$ cat config.mk
export PLATFORM = sky130hd
export DESIGN_NAME = a_mvm_ctrl_flat
export DESIGN_NICKNAME = d
export VERILOG_FILES = /design/src/rtl/a_mvm_ctrl_pkg.sv /design/src/rtl/a_mvm_ctrl_if.sv /design/src/rtl/a_mvm_ctrl_dot2.sv /design/src/rtl/a_mvm_ctrl.sv /design/src/flat_wrapper.sv
export SDC_FILE = /design/constraint.sdc
export NUM_CORES = 1
export LEC_CHECK = 0
export BUFFER_PORTS_ARGS = -buffer_cell sky130_fd_sc_hd__buf_2
export CORE_ASPECT_RATIO = 0.5
export CORE_MARGIN = 10
export CORE_UTILIZATION = 65
export DETAILED_ROUTE_END_ITERATION = 7
export PLACE_DENSITY_LB_ADDON = 0.12
export SLEW_MARGIN = 5
export SYNTH_ARGS = -nofsm -noshare
export SYNTH_HDL_FRONTEND = slang
export SYNTH_HIERARCHICAL = 1
export SYNTH_SLANG_ARGS = --single-unit
$ cat constraint.sdc
create_clock -name clk -period 9 [get_ports clk]
set_input_delay 0.45 -clock clk [delete_from_list [all_inputs] [get_ports clk]]
set_output_delay 0.45 -clock clk [all_outputs]
set_load 0.02 [all_outputs]
$ cat src/rtl/a_mvm_ctrl_pkg.sv
// Shared sizes, FSM encoding and ROM word layout for the A-matrix MVM controller.
package a_mvm_ctrl_pkg;

   localparam int A_W    = 7;
   localparam int X_W    = 8;
   localparam int ACC_W  = 17;
   localparam int ROWS   = 8;
   localparam int COLS   = 4;
   localparam int ROM_AW = 4;

   localparam int ROM_W  = 2 * A_W;
   localparam int ROW_W  = 3;
   localparam int XV_W   = COLS * X_W;
   localparam int PROD_W = A_W + X_W;

   // Each ROM word carries two adjacent coefficients of one row.
   localparam int A0_LSB = 0;
   localparam int A1_LSB = A_W;

   typedef enum logic [2:0] {
      IDLE,
      ADDR0,
      ADDR1,
      LAST,
      OUT
   } state_e;

   // Pick element c out of the packed x vector.
   function automatic logic [X_W-1:0] x_elem(input logic [XV_W-1:0] x, input int c);
      return x[c*X_W +: X_W];
   endfunction

endpackage

$ cat src/rtl/a_mvm_ctrl_if.sv
// Start/vector and result handshake bundle of the MVM controller.
interface a_mvm_ctrl_if;
   import a_mvm_ctrl_pkg::*;

   logic              start;
   logic [XV_W-1:0]   x_in;
   logic              start_ready;
   logic              y_valid;
   logic              y_ready;
   logic [ACC_W-1:0]  y_data;
   logic [ROW_W-1:0]  y_row;
   logic              done;

   modport master (
      output start, x_in, y_ready,
      input  start_ready, y_valid, y_data, y_row, done
   );

   modport slave (
      input  start, x_in, y_ready,
      output start_ready, y_valid, y_data, y_row, done
   );

endinterface

$ cat src/rtl/a_mvm_ctrl_dot2.sv
// Combinational two-term multiply-accumulate: acc_in + a0*x0 + a1*x1, all unsigned.
module a_mvm_dot2
   import a_mvm_ctrl_pkg::*;
(
   input  logic [ACC_W-1:0] acc_in,
   input  logic [A_W-1:0]   a0,
   input  logic [A_W-1:0]   a1,
   input  logic [X_W-1:0]   x0,
   input  logic [X_W-1:0]   x1,
   output logic [ACC_W-1:0] acc_out
);

   logic [PROD_W-1:0] p0;
   logic [PROD_W-1:0] p1;

   // Operands are widened to the product width so nothing truncates before the sum.
   always_comb begin
      p0      = {{X_W{1'b0}}, a0} * {{A_W{1'b0}}, x0};
      p1      = {{X_W{1'b0}}, a1} * {{A_W{1'b0}}, x1};
      acc_out = acc_in + ACC_W'(p0) + ACC_W'(p1);
   end

endmodule

$ cat src/rtl/a_mvm_ctrl.sv
// Sequencer for y = A*x: walks the A ROM two words per row and streams 8 results.
//
// state | meaning
// ------+-------------------------------------------------------------
// IDLE  | waiting for an accepted start (needs aload_done)
// ADDR0 | rom_addr = 2*row presented to the ROM
// ADDR1 | rom_addr = 2*row+1; first half of the row dot product
// LAST  | second half of the dot product, result registered
// OUT   | y_valid held until y_ready; then next row or back to IDLE
module a_mvm_ctrl
   import a_mvm_ctrl_pkg::*;
(
   input  logic              clk,
   input  logic              rst,
   input  logic              aload_done,
   input  logic [ROM_W-1:0]  A_input,
   output logic [ROM_AW-1:0] rom_addr,
   a_mvm_ctrl_if.slave       bus
);

   state_e             state_q,    state_d;
   logic [ROW_W-1:0]   row_q,      row_d;
   logic [XV_W-1:0]    x_q,        x_d;
   logic [ACC_W-1:0]   acc_q,      acc_d;
   logic [ROM_AW-1:0]  rom_addr_q, rom_addr_d;
   logic               y_valid_q,  y_valid_d;
   logic [ACC_W-1:0]   y_data_q,   y_data_d;
   logic [ROW_W-1:0]   y_row_q,    y_row_d;
   logic               done_q,     done_d;

   logic               start_ready;
   logic [ROW_W-1:0]   row_inc;
   logic [ACC_W-1:0]   mac_acc_in;
   logic [X_W-1:0]     mac_x0;
   logic [X_W-1:0]     mac_x1;
   logic [ACC_W-1:0]   mac_out;

   assign start_ready = (state_q == IDLE) && aload_done;
   assign row_inc     = row_q + 3'd1;

   // The single MAC serves x[0..1] in ADDR1 and x[2..3] on top of acc in LAST.
   always_comb begin
      mac_acc_in = '0;
      mac_x0     = x_elem(x_q, 0);
      mac_x1     = x_elem(x_q, 1);
      if (state_q == LAST) begin
         mac_acc_in = acc_q;
         mac_x0     = x_elem(x_q, 2);
         mac_x1     = x_elem(x_q, 3);
      end
   end

   a_mvm_dot2 u_dot2 (
      .acc_in  (mac_acc_in),
      .a0      (A_input[A0_LSB +: A_W]),
      .a1      (A_input[A1_LSB +: A_W]),
      .x0      (mac_x0),
      .x1      (mac_x1),
      .acc_out (mac_out)
   );

   // Next-state and datapath updates; rom_addr is loaded one state ahead so the
   // registered ROM data lines up with ADDR1 and LAST.
   always_comb begin
      state_d    = state_q;
      row_d      = row_q;
      x_d        = x_q;
      acc_d      = acc_q;
      rom_addr_d = rom_addr_q;
      y_valid_d  = y_valid_q;
      y_data_d   = y_data_q;
      y_row_d    = y_row_q;
      done_d     = 1'b0;

      case (state_q)
         IDLE: begin
            if (bus.start && start_ready) begin
               x_d        = bus.x_in;
               row_d      = '0;
               acc_d      = '0;
               rom_addr_d = '0;
               state_d    = ADDR0;
            end
         end
         ADDR0: begin
            rom_addr_d = {row_q, 1'b1};
            state_d    = ADDR1;
         end
         ADDR1: begin
            acc_d   = mac_out;
            state_d = LAST;
         end
         LAST: begin
            y_data_d  = mac_out;
            y_row_d   = row_q;
            y_valid_d = 1'b1;
            state_d   = OUT;
         end
         OUT: begin
            if (bus.y_ready) begin
               y_valid_d = 1'b0;
               if (row_q == ROW_W'(ROWS - 1)) begin
                  done_d  = 1'b1;
                  state_d = IDLE;
               end else begin
                  row_d      = row_inc;
                  rom_addr_d = {row_inc, 1'b0};
                  state_d    = ADDR0;
               end
            end
         end
         default: begin
            state_d = IDLE;
         end
      endcase
   end

   // State and datapath registers; reset abandons any run in progress.
   always_ff @(posedge clk or negedge rst) begin
      if (!rst) begin
         state_q    <= IDLE;
         row_q      <= '0;
         x_q        <= '0;
         acc_q      <= '0;
         rom_addr_q <= '0;
         y_valid_q  <= 1'b0;
         y_data_q   <= '0;
         y_row_q    <= '0;
         done_q     <= 1'b0;
      end else begin
         state_q    <= state_d;
         row_q      <= row_d;
         x_q        <= x_d;
         acc_q      <= acc_d;
         rom_addr_q <= rom_addr_d;
         y_valid_q  <= y_valid_d;
         y_data_q   <= y_data_d;
         y_row_q    <= y_row_d;
         done_q     <= done_d;
      end
   end

   assign rom_addr        = rom_addr_q;
   assign bus.start_ready = start_ready;
   assign bus.y_valid     = y_valid_q;
   assign bus.y_data      = y_data_q;
   assign bus.y_row       = y_row_q;
   assign bus.done        = done_q;

endmodule

$ cat src/flat_wrapper.sv
// flat-port wrapper written by rule: the top's interface ports become plain ports
module a_mvm_ctrl_flat import a_mvm_ctrl_pkg::*;
  (clk, rst, aload_done, A_input, rom_addr, bus_start, bus_x_in, bus_y_ready, bus_start_ready, bus_y_valid, bus_y_data, bus_y_row, bus_done);
  a_mvm_ctrl_if bus_i ();
  input  logic clk;
  input  logic rst;
  input  logic aload_done;
  input  logic [ROM_W-1:0] A_input;
  output logic [ROM_AW-1:0] rom_addr;
  input wire logic [$bits(bus_i.start)-1:0] bus_start;
  input wire logic [$bits(bus_i.x_in)-1:0] bus_x_in;
  input wire logic [$bits(bus_i.y_ready)-1:0] bus_y_ready;
  output wire logic [$bits(bus_i.start_ready)-1:0] bus_start_ready;
  output wire logic [$bits(bus_i.y_valid)-1:0] bus_y_valid;
  output wire logic [$bits(bus_i.y_data)-1:0] bus_y_data;
  output wire logic [$bits(bus_i.y_row)-1:0] bus_y_row;
  output wire logic [$bits(bus_i.done)-1:0] bus_done;
  assign bus_i.start = bus_start;
  assign bus_i.x_in = bus_x_in;
  assign bus_i.y_ready = bus_y_ready;
  assign bus_start_ready = bus_i.start_ready;
  assign bus_y_valid = bus_i.y_valid;
  assign bus_y_data = bus_i.y_data;
  assign bus_y_row = bus_i.y_row;
  assign bus_done = bus_i.done;
  a_mvm_ctrl u_core (.clk(clk), .rst(rst), .aload_done(aload_done), .A_input(A_input), .rom_addr(rom_addr), .bus(bus_i));
endmodule
==> metrics, run 1 <==
met3 WL 1.42 mm; Max Cap Viol 0; max-slew violations 0; total number of vias ~5400; TritonCTS Buffers 9; Post-CTS Setup Inserts 0; Antenna Nets Post-Route 0; Worst Max-Slew Pin Slew 1.11 ns; Netlist cell types 51; Die Width 176 um; detailed-route DRC error count 0; CP Launch Type flop; area grow syn2layout 9.07%; first-pass GRT wire length 29.5 mm; commonest non-fill, non-tap cell in the layout inv_1; TritonCTS sink count 81; CP Data Required Time 9.23 ns; cells along the critical path nor2b_1, buf_4, and2_1, mux2_2, and2_1, fa_1, inv_1, fa_1, inv_1, fa_1, fa_1, fa_1, inv_1, fa_1, inv_1, ha_1, a21oi_2, o21ai_2, and2_4, o311ai_0, nand3_1, mux2_2; starting density of the core between 60% and 70%; DR WL/cell 17.9 um; final period utilization 84.3%; DR iter-0 viols 447; Clock transition at path regs 0.07 ns; total track usage 21.0%; TNS Setup 0 ns; syn nets around 960; met2 wire length 7.18 mm; vias per cell approximately 5.5; slowest CP cell and2_1; clk_skew roughly 0.013 ns; initial antenna violation count 0; most frequent cells in the layout inv_1 (120), fa_1 (97), and2_1 (84), dfrtp_1 (81), buf_2 (76); CP peak stage delay 0.73 ns; Synth top area share 25.5%; number of diodes 0; prevailing post-synth register cell dfrtp_1; Hold Fails Final Rpt 0; fin crit period ~7.6 ns; clk buf depth 2; RSZ-0062 raised after global routing no; Detailed Route WL 17.7 mm; critical path arrival 7.83 ns; top sig layer met4; vias in the first global route 5850; peak fanout along the critical path 20; # rows 28; # H-tree levels 3; I/O Pins 78; Finish-stage setup viols 0; pin count of the biggest net entering global routing 82; Post-CTS Hold Buffers 0; total core area 0.0119 mm2; Synth async-reset ratio 100%; Placer Congestion 0.869; Highest Clock Rate 0.132 GHz; Yosys reg bits 81; synth top area cells dfrtp_1 (26%), fa_1 (24%), ha_1 (9.8%); Post-synth EDFFs 0; GRT Residual Overflow 0; synthesized instance count 754; clk_lat worst skew 0.35 ns; largest area contributor in the netlist dfrtp_1; most used cell, CP fa_1; clock tree root driver cell clkbuf_16; synthesized area about 0.0079 mm2; Hold/Removal Path Class primary input to asynchronous set/reset pin; Seq/Total Area, Yosys 25.5%; CTS tree done; Final nets 1029; die area around 0.017 mm2; status complete, no violations; HPWL Detailed 14.0 mm; share of post-route cells with drive strength above 1 a little over a fifth; drt pass-1 iters 5; Post-Route M1 WL 9.07 mm; synth warn 6; post-cts sizing count 0; Rel. slew slack 26.3%; critical path endpoint category flop; Syn Area/Cell 10.5 um2; Die Y 98.1 um; port buffer count 77; critical setup path kind flop to flop
## cells in the mapped netlist (7+ instances only)
| master | count |
|---|---|
| and2_1 | 85 |
| xnor2_1 | 9 |
| and3_1 | 19 |
| buf_2 | 9 |
| inv_1 | 120 |
| a21oi_1 | 14 |
| o21ai_0 | 24 |
| clkbuf_1 | 7 |
| dfrtp_1 | 81 |
| nand2_1 | 73 |
| nand3_1 | 8 |
| ha_1 | 62 |
| fa_1 | 97 |
| mux2_2 | 68 |
## logic make-up (layout without fill, tap and decap cells)
group	after synthesis	count (layout)	share of synthesized area, %
AND/OR/NAND/NOR	216	216	15.0
adder cells (fa/ha/maj)	159	159	34.3
buffers and inverters	145	215	7.84
flip-flops	81	81	25.5
multiplexers	71	71	10.2
AO/OA/AOI/OAI	67	67	5.44
XOR/XNOR	15	15	1.66
## path summary, 6_finish.rpt
check                             startpoint                    end  slack, ns  cells past startpoint
setup reg to reg           u_core/state_q[1]  u_core/bus.y_data[16]       1.41                     22
hold reg to reg               u_core/x_q[19]         u_core/x_q[19]       0.51                      1
hold / removal                           rst          u_core/x_q[8]       0.28                      1
min in group clk                bus_x_in[28]         u_core/x_q[28]       0.34                      2
setup / recovery           u_core/state_q[1]  u_core/bus.y_data[16]       1.41                     22
max in group asynchronous                rst  u_core/bus.y_data[12]       8.04                      1
## per-stage QoR
step	setup slack, ns	std cells	util (%)	instance area (um2)	hold slack [ns]
2_1_floorplan	2.82	754	-	7930	0.154
3_5_place_dp	1.56	973	70.5	8370	0.490
6_report	1.41	989	72.9	8650	0.283
3_3_place_gp	1.69	973	70.5	8370	0.484
5_1_grt	1.08	989	72.9	8650	0.333
4_1_cts	1.48	989	72.9	8650	0.312
## state kept, by name, indices dropped and copies added, names as in the netlist
| signal | flops |
|---|---|
| u_core/state_q | 3 |
| u_core/x_q | 32 |
| u_core/acc_q | 17 |
| u_core/row_q | 3 |
| u_core/bus.y_data | 17 |
| u_core/bus.done | 1 |
| u_core/bus.y_valid | 1 |
| u_core/rom_addr | 4 |
| u_core/bus.y_row | 3 |
## per-layer routing
| layer | GRT usage, % | vias to the layer above |
|---|---|---|
| li1 | - | 2537 |
| met1 | 30.7 | 2731 |
| met2 | 30.5 | 162 |
| met3 | 6.26 | 8 |
| met4 | 3.82 | 0 |
| met5 | 0 | - |
## layout make-up
| class | instances | area [um2] |
|---|---|---|
| clock buffers | 10 | 229 |
| clock inverters | 6 | 51.3 |
| fillers | 883 | 3220 |
| inverters | 120 | 450 |
| multi-input cells | 528 | 5290 |
| flip-flops and latches | 81 | 2030 |
| well taps | 165 | 206 |
| repair buffers | 79 | 403 |
## critical path: cells and delay by family, from the launching register on
family / cells / cell delay [ns]
AO/OA/AOI/OAI: 3 / 0.72
buffers and inverters: 5 / 0.43
multiplexers: 2 / 0.78
AND/OR/NAND/NOR: 5 / 1.47
adder cells (fa/ha/maj): 7 / 3.35
flip-flops: 1 / 0.71
Power of run 1 is not shown: default switching activity piles up to over one toggle a cycle in this logic, so the estimate is an artifact.
==> run 2, diff against run 1 <==
CORE_UTILIZATION = 61   (was 65)
clock period = 7.1 ns   (was 9 ns; I/O delays follow)
==> run 2 against run 1 <==
Cell count rose by 0.91%. Global-route usage fell by 0.16 points. Non-clock buffer count rose by 4. Register-to-register slack got worse by 0.91 ns. Routed wire length rose by 2.9%.
==> metrics, run 2 (synthesis results as in run 1) <==
most frequent cells in the layout inv_1 (120), fa_1 (97), and2_1 (84), dfrtp_1 (81), buf_2 (76); HPWL Detailed 14.5 mm (+3.3%); share of post-route cells with drive strength above 1 22.2% (+0.50 points); post-cts sizing count 0 (unchanged); Post-CTS Setup Inserts 0 (unchanged); number of diodes 0 (unchanged); critical path endpoint category flop; Post-CTS Hold Buffers 0 (unchanged); commonest non-fill, non-tap cell in the layout inv_1; placed cell count 982 (+0.92%); I/O Pins 78 (unchanged); total number of vias 5439 (+0.018%); Clock transition at path regs 0.07 ns (about the same); Layout Cells excl Fill 998 (+0.91%); CP Launch Type flop; TNS Setup 0 ns (unchanged); pin count of the biggest net entering global routing 82 (unchanged); Placer Congestion 0.890 (+2.4%); Max Cap Viol 0 (unchanged); Final nets 1033 (+0.39%); CTS tree done; vias in the first global route 5843 (-0.12%); multi-input logic area 0.00529 mm2 (unchanged); total track usage 20.9% (-0.16 points); first-pass GRT wire length 30.9 mm (+4.7%); Rel. slew slack 26.7% (+0.43 points); Top reg by flops u_core/x_q; # H-tree levels 3 (unchanged); Die Width 181 um (+2.9%); clk_skew 0.0104 ns (-0.00240 ns); clock tree root driver cell clkbuf_16; drt pass-1 iters 5 (unchanged); Antenna Nets Post-Route 0 (unchanged); clk buf depth 2 (unchanged); Detailed Route WL 18.3 mm (+2.9%); critical path arrival 6.84 ns (-0.99 ns); # rows 29 (+3.6%); total core area 0.0127 mm2 (+6.9%); final period utilization 93.0% (+8.7 points); peak fanout along the critical path 16 (-20%); detailed-route DRC error count 0 (unchanged); status complete, no violations; fin crit period 6.60 ns (-0.987 ns); CP Data Required Time 7.33 ns (-1.90 ns); Finish-stage setup viols 0 (unchanged); die area 0.0182 mm2 (+5.5%); max FFs per register 32 (unchanged); RSZ-0062 raised after global routing no; clk_lat worst skew 0.35 ns (about the same); DR WL/cell 18.3 um (+2.0%); vias per cell 5.45 (-0.88%); placed inst area 0.00841 mm2 (+0.43%); Reg area 0.00203 mm2 (unchanged); Highest Clock Rate 0.151 GHz (+15%); max-slew violations 0 (unchanged); starting density of the core 62.5% (-4.3 points); TritonCTS Buffers 9 (unchanged); critical setup path kind flop to flop; initial antenna violation count 0 (unchanged); Filler cells 997 (+13%); Hold Fails Final Rpt 0 (unchanged); Worst Max-Slew Pin Slew 1.09 ns (-0.0113 ns); port buffer count 77 (unchanged); GRT Residual Overflow 0 (unchanged); Final Cell Area 0.00870 mm2 (+0.49%); Hold/Removal Path Class primary input to asynchronous set/reset pin; area grow syn2layout 9.60%; TritonCTS sink count 81 (unchanged); Die Y 101 um (+2.6%); DR iter-0 viols 447 (unchanged)
-- run 2: changes by cell type in the layout (fill, tap and decap cells not counted) --
| cell | delta |
|---|---|
| inv_6 | +1 |
| clkinvlp_4 | -2 |
| clkinv_2 | +1 |
| clkbuf_1 | -1 |
| buf_4 | +4 |
| inv_8 | +1 |
-- run 2: critical path: stages, from the launching register on --
cell and delay [ns]:
dfrtp_1 0.39, nor2b_1 0.15, and2_1 0.14, buf_4 0.26, mux2_2 0.46, and2_1 0.22
fa_1 0.56, inv_1 0.05, fa_1 0.48, inv_1 0.06, fa_1 0.49, fa_1 0.50
fa_1 0.52, inv_1 0.06, fa_1 0.48, inv_1 0.04, ha_1 0.34, a21oi_2 0.25
o21ai_2 0.09, and2_4 0.16, o311ai_0 0.30, nand3_1 0.17, mux2_2 0.30
-- run 2: final timing paths --
kind                                       start                    end  slack, ns  cells after the start
max in group asynchronous                    rst         u_core/x_q[12]       6.22                      1
min reg2reg                u_core/bus.y_data[15]  u_core/bus.y_data[15]       0.50                      1
min in group clk                    bus_x_in[28]         u_core/x_q[28]       0.24                      2
max reg2reg                    u_core/state_q[2]  u_core/bus.y_data[16]       0.50                     22
min                                          rst   u_core/bus.y_data[4]       0.16                      1
max                            u_core/state_q[2]  u_core/bus.y_data[16]       0.50                     22
-- run 2: layout make-up --
cell class                      instances  area share [%]
Clock inverter                          7           0.705
Sequential cell                        81            23.3
Clock buffer                            9            2.59
Tap cell                              170            2.45
Inverter                              120            5.18
Multi-Input combinational cell        528            60.8
Timing Repair Buffer                   83            4.98
-- run 2: through the flow --
step           util, %  hold WS [ns]  setup WS, ns
2_1_floorplan        -        0.0594         0.921
3_3_place_gp      66.2         0.485         0.665
3_5_place_dp      66.2         0.487         0.588
4_1_cts           68.5         0.233         0.499
5_1_grt           68.5         0.236         0.179
6_report          68.5         0.160         0.495
-- run 2: layer usage --
| metal | vias up | share of wire [%] | track usage [%] |
|---|---|---|---|
| met3 | 16 | 8.5 | 6.81 |
| met5 | - | 0 | 0 |
| met2 | 181 | 40 | 29.8 |
| li1 | 2543 | - | - |
| met1 | 2699 | 50 | 30.4 |
| met4 | 0 | 0.97 | 4.04 |
Power of run 2 is left out for the same reason.
==> run 3, diff against run 2 <==
ABC_CLOCK_PERIOD_IN_PS = 7100   (was unset)
CAP_MARGIN = 20   (was unset)
CORE_UTILIZATION = 40   (was 61)
==> run 3 against run 2 <==
Critical path depth stayed put. Clock skew hardly changed. Die area is 44% higher. Global-route usage is 5.4 points lower. Non-clock buffer count is 3 higher. Cell count is 9.9% higher. Critical endpoint unchanged.
==> metrics, run 3 (synthesis results as in run 1) <==
status complete, no violations; CTS tree done; drt pass-1 iters 4 (-1); max-slew violations 0 (unchanged); total track usage 15.5% (-5.4 points); number of diodes 0 (unchanged); vias in the first global route 5761 (-1.4%); TritonCTS sink count 81 (unchanged); critical setup path kind flop to flop; Worst Max-Slew Pin Slew 0.975 ns (-0.119 ns); fin crit period 6.52 ns (-0.0866 ns); Hold Fails Final Rpt 0 (unchanged); # H-tree levels 3 (unchanged); Reg area 0.00203 mm2 (unchanged); area grow syn2layout 11.6%; CP peak stage delay 0.53 ns (-0.03 ns); Top reg by flops u_core/x_q; Clock transition at path regs 0.07 ns (about the same); first-pass GRT wire length 31.9 mm (+3.2%); detailed-route DRC error count 0 (unchanged); DR WL/cell 17.5 um (-4.4%); # rows 36 (+24%); total core area 0.0195 mm2 (+53%); clk_lat worst skew 0.35 ns (about the same); RSZ-0062 raised after global routing no; Highest Clock Rate 0.153 GHz (+1.3%); multi-input logic area 0.00529 mm2 (unchanged); I/O Pins 78 (unchanged); starting density of the core 40.8% (-22 points); total number of vias 5280 (-2.9%); clk_skew 0.0101 ns (-0.000348 ns); most used cell, CP fa_1; slowest CP cell fa_1; share of post-route cells with drive strength above 1 22.4% (+0.16 points); HPWL Detailed 15.6 mm (+7.4%); peak fanout along the critical path 16 (unchanged); clock tree root driver cell clkbuf_16; final period utilization 91.8% (-1.2 points); Placer Congestion 0.846 (-4.9%); commonest non-fill, non-tap cell in the layout inv_1; Max Cap Viol 0 (unchanged); cells along the critical path nor2b_1, and2_1, buf_4, mux2_2, and2_1, fa_1, inv_1, fa_1, inv_1, fa_1, fa_1, fa_1, inv_1, fa_1, inv_1, ha_1, a21oi_2, o21ai_2, and2_4, o311ai_0, nand3_1, mux2_2; Filler cells 1932 (+94%); CP Data Required Time 7.34 ns (about the same); DR iter-0 viols 301 (-33%); DP Worst Slack 0.550 ns (-0.0385 ns); clk buf depth 2 (unchanged); vias per cell 4.81 (-12%); critical path endpoint category flop; Hold/Removal Path Class primary input to flop; most frequent cells in the layout inv_1 (120), fa_1 (97), and2_1 (84), dfrtp_1 (81), buf_2 (76); Antenna Nets Post-Route 0 (unchanged); pin count of the biggest net entering global routing 67 (-18%); GRT Residual Overflow 0 (unchanged); Die Width 219 um (+21%); Final nets 1036 (+0.29%); TritonCTS Buffers 9 (unchanged); Detailed Route WL 19.2 mm (+5.1%); Final WS setup 0.582 ns (+0.0866 ns); port buffer count 77 (unchanged); initial antenna violation count 0 (unchanged); Die Y 120 um (+19%); critical path arrival 6.76 ns (-0.08 ns); Rel. slew slack 34.8% (+8.1 points); Finish-stage setup viols 0 (unchanged); die area 0.0262 mm2 (+44%); CP Launch Type flop; max FFs per register 32 (unchanged); TNS Setup 0 ns (unchanged)
-- run 3: changes by cell type in the layout (fill, tap and decap cells not counted) --
cell | previous run | this run
clkinv_4 | 1 | 2
clkbuf_8 | 0 | 1
buf_4 | 7 | 8
inv_6 | 2 | 1
dlygate4sd3_1 | 0 | 1
inv_8 | 2 | 1
buf_12 | 0 | 1
-- run 3: what timing repair did --
item,CTS,global route
setup buffers,0,0
gates resized for setup,0,0
hold buffers,1,0
hold endpoints to repair,15,0
-- run 3: layout make-up --
type,count,share of cell area (%)
clock inverter,6,0.565
inverter,120,5.09
clock buffer,10,2.70
timing repair buffer,86,5.31
sequential,81,22.9
multi-input combinational,528,59.7
tap,266,3.76
-- run 3: per-stage QoR --
step	hold WS (ns)	area, um2	utilization, %	std cells
6_report	0.234	8860	45.5	1097
5_1_grt	0.222	8860	45.5	1097
4_1_cts	0.221	8830	45.4	1095
3_5_place_dp	0.249	8530	43.8	1078
3_3_place_gp	0.244	8530	43.8	1078
2_1_floorplan	0.0594	7930	-	754
-- run 3: critical path, delay by kind of cell, from the launching register on --
kind	cells	cell delay, ns
compound gates	3	0.69
flops	1	0.38
buf+inv	5	0.46
mux	2	0.75
simple gates	5	0.77
fa+ha+maj	7	3.33
-- run 3: worst paths after layout --
check	depth (start not counted)	start	to	slack [ns]
min	2	bus_x_in[7]	u_core/x_q[7]	0.23
min reg2reg	1	u_core/bus.y_data[15]	u_core/bus.y_data[15]	0.50
min in group asynchronous	2	rst	u_core/rom_addr[3]	0.40
max	22	u_core/state_q[2]	u_core/bus.y_data[16]	0.58
max in group asynchronous	3	rst	u_core/x_q[22]	5.57
max reg2reg	22	u_core/state_q[2]	u_core/bus.y_data[16]	0.58
-- run 3: per-layer routing --
| metal | up-vias | share of wire (%) | GRT usage, % |
|---|---|---|---|
| met1 | 2616 | 54 | 22.9 |
| met3 | 13 | 5.5 | 4.51 |
| met4 | 0 | 0.90 | 3.08 |
| li1 | 2564 | - | - |
| met2 | 87 | 40 | 21.7 |
| met5 | - | 0 | 0 |
Power of run 3 is left out for the same reason.
